===== src/rtl/rpsc_pkg.sv =====
// Shared types and cycle constants for the RPSC card 1 startup sequencer.
package rpsc_pkg;

    typedef enum logic [2:0] {
        ST_IDLE         = 3'd0,
        ST_FAN_SPINUP   = 3'd1,
        ST_CA_WAIT_PERM = 3'd2,
        ST_CA_WAIT_OK   = 3'd3,
        ST_RUN          = 3'd4,
        ST_SHUTDOWN     = 3'd5,
        ST_FAULT        = 3'd6
    } state_t;

    typedef enum logic [2:0] {
        FC_NONE       = 3'd0,
        FC_ALARM      = 3'd1,
        FC_FAN        = 3'd2,
        FC_PERM       = 3'd3,
        FC_CA_TIMEOUT = 3'd4,
        FC_CA_LOST    = 3'd5
    } fault_code_t;

    localparam int CNT_W = 26;

    // Production dwells at 781.25 kHz, and the short counts used in simulation.
    localparam int unsigned FAN_SPINUP_CYC    = 2343750;
    localparam int unsigned PERM_TIMEOUT_CYC  = 781250;
    localparam int unsigned CA_OK_TIMEOUT_CYC = 50000000;
    localparam int unsigned FAN_RUNDOWN_CYC   = 7812500;

    localparam int unsigned TEST_FAN_SPINUP_CYC    = 8;
    localparam int unsigned TEST_PERM_TIMEOUT_CYC  = 16;
    localparam int unsigned TEST_CA_OK_TIMEOUT_CYC = 40;
    localparam int unsigned TEST_FAN_RUNDOWN_CYC   = 8;

    function automatic logic expired(input logic [CNT_W-1:0] cnt, input int unsigned cyc);
        return cnt == CNT_W'(cyc - 1);
    endfunction

endpackage


===== src/rtl/rpsc_sync2.sv =====
// Two-flop synchronizer with a per-bit reset value, so active-low inputs reset inactive.
module rpsc_sync2 #(
    parameter int                WIDTH   = 1,
    parameter logic [WIDTH-1:0]  RST_VAL = '0
) (
    input  logic             clk,
    input  logic             reset,
    input  logic [WIDTH-1:0] d,
    output logic [WIDTH-1:0] q
);

    logic [WIDTH-1:0] meta;

    // NOTE: flops use non-blocking assignments so meta and q shift as one pipeline.
    always_ff @(posedge clk or negedge reset) begin
        if (!reset) begin
            meta <= RST_VAL;
            q    <= RST_VAL;
        end else begin
            meta <= d;
            q    <= meta;
        end
    end

endmodule


===== src/rtl/rpsc_startup_sequencer.sv =====
// Startup/shutdown sequencer for RPSC card 1: fan first, then CA supply, with fault latching.
// Optional build macro RPSC_SEQ_AUTORESTART_EN enables one automatic retry after a non-alarm fault.
module rpsc_startup_sequencer
    import rpsc_pkg::*;
#(
    parameter bit test_mode = 1'b0
) (
    input  logic       clk,
    input  logic       reset,
    input  logic       start,
    input  logic       stop,
    input  logic       fault_ack,
    input  logic       not_alarm,
    input  logic       fan_on_perm_n,
    input  logic       ca_on_perm_n,
    input  logic       not_ca_ok,
    output logic       fan_act,
    output logic       ca_ps_act,
    output logic       running,
    output logic       fault,
    output logic [2:0] fault_code,
    output logic [2:0] state_o
);

    localparam int unsigned SPINUP_CYC  = test_mode ? TEST_FAN_SPINUP_CYC    : FAN_SPINUP_CYC;
    localparam int unsigned PERM_CYC    = test_mode ? TEST_PERM_TIMEOUT_CYC  : PERM_TIMEOUT_CYC;
    localparam int unsigned CA_OK_CYC   = test_mode ? TEST_CA_OK_TIMEOUT_CYC : CA_OK_TIMEOUT_CYC;
    localparam int unsigned RUNDOWN_CYC = test_mode ? TEST_FAN_RUNDOWN_CYC   : FAN_RUNDOWN_CYC;

    logic        not_alarm_s, fan_on_perm_n_s, ca_on_perm_n_s, not_ca_ok_s;
    state_t      state, next_state;
    fault_code_t code_q, next_code, cause;
    logic        go_fault;
    logic [CNT_W-1:0] cnt;

    // All four card returns are active-low, so they reset to their inactive level.
    rpsc_sync2 #(.WIDTH(4), .RST_VAL(4'b1111)) u_sync (
        .clk   (clk),
        .reset (reset),
        .d     ({not_alarm, fan_on_perm_n, ca_on_perm_n, not_ca_ok}),
        .q     ({not_alarm_s, fan_on_perm_n_s, ca_on_perm_n_s, not_ca_ok_s})
    );

`ifdef RPSC_SEQ_AUTORESTART_EN
    logic retry_q, set_retry, clr_retry;
`endif

    // NOTE: every always_comb output gets a default first so no path leaves a latch.
    always_comb begin
        next_state = state;
        next_code  = code_q;
        cause      = FC_NONE;
        go_fault   = 1'b0;
`ifdef RPSC_SEQ_AUTORESTART_EN
        set_retry  = 1'b0;
        clr_retry  = 1'b0;
`endif
        case (state)
            ST_IDLE: begin
                if (start && !stop) begin
                    if (!not_alarm_s) begin
                        go_fault = 1'b1;
                        cause    = FC_ALARM;
                    end else begin
                        next_state = ST_FAN_SPINUP;
                    end
                end
            end
            ST_FAN_SPINUP, ST_CA_WAIT_PERM, ST_CA_WAIT_OK, ST_RUN: begin
                if (!not_alarm_s) begin
                    go_fault = 1'b1;
                    cause    = FC_ALARM;
                end else if (stop) begin
                    next_state = ST_SHUTDOWN;
                end else begin
                    case (state)
                        ST_FAN_SPINUP: if (expired(cnt, SPINUP_CYC)) begin
                            if (!fan_on_perm_n_s) next_state = ST_CA_WAIT_PERM;
                            else begin go_fault = 1'b1; cause = FC_FAN; end
                        end
                        ST_CA_WAIT_PERM: begin
                            if (!ca_on_perm_n_s) next_state = ST_CA_WAIT_OK;
                            else if (expired(cnt, PERM_CYC)) begin go_fault = 1'b1; cause = FC_PERM; end
                        end
                        ST_CA_WAIT_OK: begin
                            if (!not_ca_ok_s) next_state = ST_RUN;
                            else if (expired(cnt, CA_OK_CYC)) begin go_fault = 1'b1; cause = FC_CA_TIMEOUT; end
                        end
                        default: begin
                            if (not_ca_ok_s || ca_on_perm_n_s) begin go_fault = 1'b1; cause = FC_CA_LOST; end
                        end
                    endcase
                end
            end
            ST_SHUTDOWN: begin
                if (!not_alarm_s) begin
                    go_fault = 1'b1;
                    cause    = FC_ALARM;
                end else if (expired(cnt, RUNDOWN_CYC)) begin
`ifdef RPSC_SEQ_AUTORESTART_EN
                    next_state = (retry_q && start && !stop) ? ST_FAN_SPINUP : ST_IDLE;
`else
                    next_state = ST_IDLE;
`endif
                end
            end
            ST_FAULT: begin
                if (fault_ack && not_alarm_s) begin
                    next_state = ST_SHUTDOWN;
                    next_code  = FC_NONE;
`ifdef RPSC_SEQ_AUTORESTART_EN
                    clr_retry  = 1'b1;
                end else if (code_q != FC_ALARM && !retry_q) begin
                    next_state = ST_SHUTDOWN;
                    set_retry  = 1'b1;
`endif
                end
            end
            default: next_state = ST_IDLE;
        endcase

        if (go_fault) begin
            next_state = ST_FAULT;
            if (code_q == FC_NONE) next_code = cause;
        end
`ifdef RPSC_SEQ_AUTORESTART_EN
        // A successful retry ends the attempt, so the cause kept across it is released too.
        if (next_state == ST_RUN && state != ST_RUN) begin
            clr_retry = 1'b1;
            next_code = FC_NONE;
        end
`endif
    end

    // Outputs are decoded from next_state so they switch on the same edge as the state.
    always_ff @(posedge clk or negedge reset) begin
        if (!reset) begin
            state     <= ST_IDLE;
            code_q    <= FC_NONE;
            cnt       <= '0;
            fan_act   <= 1'b0;
            ca_ps_act <= 1'b0;
            running   <= 1'b0;
            fault     <= 1'b0;
        end else begin
            state     <= next_state;
            code_q    <= next_code;
            fan_act   <= (next_state != ST_IDLE);
            ca_ps_act <= (next_state == ST_CA_WAIT_OK) || (next_state == ST_RUN);
            running   <= (next_state == ST_RUN);
            fault     <= (next_state == ST_FAULT);
            if (next_state != state) cnt <= '0;
            else if (cnt != '1)      cnt <= cnt + 1'b1;
        end
    end

`ifdef RPSC_SEQ_AUTORESTART_EN
    always_ff @(posedge clk or negedge reset) begin
        if (!reset)         retry_q <= 1'b0;
        else if (clr_retry) retry_q <= 1'b0;
        else if (set_retry) retry_q <= 1'b1;
    end
`endif

    assign fault_code = code_q;
    assign state_o    = state;

endmodule


===== config.mk =====
export PLATFORM = sky130hd
export DESIGN_NAME = rpsc_startup_sequencer
export DESIGN_NICKNAME = d
export VERILOG_FILES = /design/src/rtl/rpsc_pkg.sv /design/src/rtl/rpsc_sync2.sv /design/src/rtl/rpsc_startup_sequencer.sv
export SDC_FILE = /design/constraint.sdc
export NUM_CORES = 1
export LEC_CHECK = 0
export ABC_AREA = 1
export BUFFER_PORTS_ARGS = -buffer_cell sky130_fd_sc_hd__buf_2
export CORE_ASPECT_RATIO = 0.6
export CORE_MARGIN = 10
export CORE_UTILIZATION = 58
export CTS_CLUSTER_DIAMETER = 200
export DETAILED_ROUTE_END_ITERATION = 6
export HOLD_SLACK_MARGIN = 0.1
export PLACE_DENSITY = 0.77
export SLEW_MARGIN = 20
export SYNTH_ARGS = -nofsm -noshare
export SYNTH_HDL_FRONTEND = slang
export SYNTH_SLANG_ARGS = --single-unit

===== constraint.sdc =====
create_clock -name clk -period 2.5 [get_ports clk]
set_input_delay 0.25 -clock clk [delete_from_list [all_inputs] [get_ports clk]]
set_output_delay 0.25 -clock clk [all_outputs]
set_load 0.02 [all_outputs]

==> flow_summary.ini <==
[final_layout]
utilization = 0.678
diodes = 0
num-fill-cells = 374
layout.nets = 398
instances_no_fill = 451
area_delta_synth_final_pct = 13.4
layout-drive-gt1-share = 0.242

[sta]
setup_slack_ns = 0.157
maxSlewHeadroom = 0.367
skew_ns = 0.0118
worst_pin_slew_ns = 0.950
timing.final.crit_share = 0.937
max_freq_ghz = 0.427
min_period_ns = 2.34
drv_slew = 0
hold_violations = 0
final-setup-viol-count = 0

[critical_path]
arrival_ns = 2.58
critical_path.max_stage_delay_ns = 0.42
path_max_fanout = 13
required_ns = 2.74
r2r-start = cnt[1]
crit_top_cell = nand2_1
crit_type = register to register
startpoint = cnt[1]
r2r_setup_slack_ns = 0.16
endpoint_kind = register
cp_slowest_cell = dfrtp_1
cp-start-kind = register
cp_cell_sequence = ha_2, nand2_2, nor3_4, buf_4, nand3_1, nand2_1, nand2_1, nand3_2, nand2_4, nand3_1, nand2_1, nor2_4, nand2_8, nor2_1

[drt]
vias = 2473
ant_nets = 0
dr.pass1.iters = 5
drc = 0
routed_via_density = 5.48
post_drt_wl_per_cell_um = 15.4
drt_iter0_markers = 247
wl_um = 6960

[logic_synthesis]
synth_edf_count = 0
synth_xor_area_frac = 0.0548
synth-simple-area-share = 0.386
synth_top_family_by_area = simple AND/OR/NAND/NOR gates
synth_area_sq_mm = 0.00272
ys_seq_elements = 44
netlist_instances = 357
syn_nets = 368
ys_warn_count = 0
synth_mux_area_frac = 0
synthFlopType = dfrtp_1
synthAdderAreaFrac = 0.00922
synth_compound_area_frac = 0.0535
ys_types = 32
ys_async_sr_fraction = 1.00
ys_seq_area_frac = 0.409
syn_avg_cell_area_sq_um = 7.61

[global_route]
grt_usage = 0.183
grt_pass1_wl_um = 11500
antenna_found_initial = 0
grt_max_degree = 45
overflow = 0
grt_pass1_vias = 2259

[min_path]
holdCritPathClass = input pin to async pin

[placed_design]
portBuffers = 18
place.gp.congestion = 0.983
pre_cts_ws_ns = 0.113
dp_hpwl_um = 5200
dp.cells = 436

[pwr]
total_power_mw = 2.68
vdd_drop_max_v = 0.000699
p_leak_nw = 1.34
p_per_area_mw_per_mm2 = 869

[flow_run]
drv_cap = 0

[clock_tree]
clock_sinks = 44
cts_buffer_depth = 2
insertion_delay_ns = 0.31
clkTransAtPathRegs_ns = 0.09
cts_tree = built
cts_inserted_buffers = 5
htree_levels = 2
clk_root_buffer_cell = clkbuf_8

[floorplan]
die-area_sq_mm = 0.00791
core_area_sq_mm = 0.00454
top_level_ports = 19
start_util = 0.598
rows = 19
die_w_um = 108
die_height_um = 73.0

[outcome]
outcome = finished clean
[worst paths after layout]
path	to	depth (start not counted)
setup / recovery	cnt[18]	14
hold / removal	cnt[16]	1
setup reg to reg	cnt[18]	14
hold reg to reg	u_sync.q[3]	0
max in group asynchronous	ca_ps_act	1
min in group clk	fault_code[1]	4
[cell families (layout without fill, tap and decap cells)]
| kind of cell | after synthesis | in the layout |
|---|---|---|
| AND/OR/NAND/NOR | 213 | 214 |
| XOR/XNOR | 17 | 17 |
| AO/OA/AOI/OAI | 25 | 25 |
| flip-flops | 44 | 44 |
| buffers and inverters | 56 | 86 |
| adder cells (fa/ha/maj) | 2 | 2 |
[stage by stage]
stage	area, sq um	TNS [ns]	hold slack (ns)
2_1_floorplan	2720	0	-0.0456
3_3_place_gp	2860	0	0.346
3_5_place_dp	2860	0	0.348
4_1_cts	3020	0	0.109
5_1_grt	3080	-0.0102	0.151
6_report	3080	0	0.0833
[synthesized netlist by cell type (2+ instances only)]
master,instances,area (sq um)
nor2_1,54,203
inv_2,4,15.0
nor3_1,9,45.0
nor3_2,2,20.0
nand2_2,6,37.5
dfrtp_1,36,901
xor2_1,13,114
nand2_4,3,33.8
o21ai_0,11,55.1
buf_6,3,33.8
o22ai_1,2,12.5
xnor2_1,4,35.0
a21oi_2,2,17.5
nand3_2,2,20.0
ha_1,2,25.0
nor2_2,28,175
buf_2,2,10.0
a21oi_1,7,35.0
nand2_1,67,251
nand4_1,10,62.6
dfstp_2,8,210
nand3_1,25,125
inv_1,46,173
nor4_1,3,18.8
[cell type report]
cell class / instances / area, sq um / area share
Inverter: 51 / 193 / 0.0626
Tap cell: 63 / 78.8 / 0.0256
Timing Repair Buffer: 27 / 168 / 0.0544
Clock buffer: 5 / 68.8 / 0.0223
Clock inverter: 3 / 46.3 / 0.0150
Multi-Input combinational cell: 258 / 1410 / 0.459
Sequential cell: 44 / 1110 / 0.361
[critical path, delay by kind of cell (launching register included)]
| family | cells | cell delay [ns] |
|---|---|---|
| adder cells (fa/ha/maj) | 1 | 0.24 |
| buffers and inverters | 1 | 0.18 |
| flip-flops | 1 | 0.42 |
| AND/OR/NAND/NOR | 12 | 1.45 |
[sequential cells by signal, summed over array words and instances, names as in the netlist]
signal and cells:
fan_act 1, fault 1, cnt 26, fault_code 3, state_o 3, u_sync.q 4
u_sync.meta 4, running 1, ca_ps_act 1
[repair_timing]
item / in CTS / in global routing
endpoints found under the setup margin: 0 / 26
hold endpoints to repair: 4 / 0
setup buffers: 0 / 2
resized for setup: 0 / 7
hold buffers: 4 / 0
[where the power goes]
| group | switching, mW | internal [mW] |
|---|---|---|
| clock | 0.264 | 0.301 |
| combinational | 0.874 | 0.341 |
| sequential | 0.0930 | 0.802 |
| total | 1.23 | 1.44 |
[metal layers]
metal,vias to the layer above,global-route usage,share of wire
li1,1188,-,-
met4,0,0.0466,0.013
met3,13,0.0564,0.10
met2,117,0.238,0.39
met5,-,0,0
met1,1155,0.280,0.50
[placed cells by master, fill, tap and decap left out, types with 5 or more instances in the layout]
| cell | instances |
|---|---|
| nor3_1 | 9 |
| a21oi_1 | 7 |
| nand2_2 | 7 |
| buf_4 | 5 |
| nor2_2 | 27 |
| nand4_1 | 10 |
| nor2_1 | 53 |
| xor2_1 | 13 |
| dfstp_2 | 8 |
| clkbuf_8 | 5 |
| nand3_1 | 25 |
| buf_2 | 18 |
| nand2_1 | 66 |
| dfrtp_1 | 36 |
| o21ai_0 | 11 |
| inv_1 | 46 |
Power figures use the tool's default switching activity.
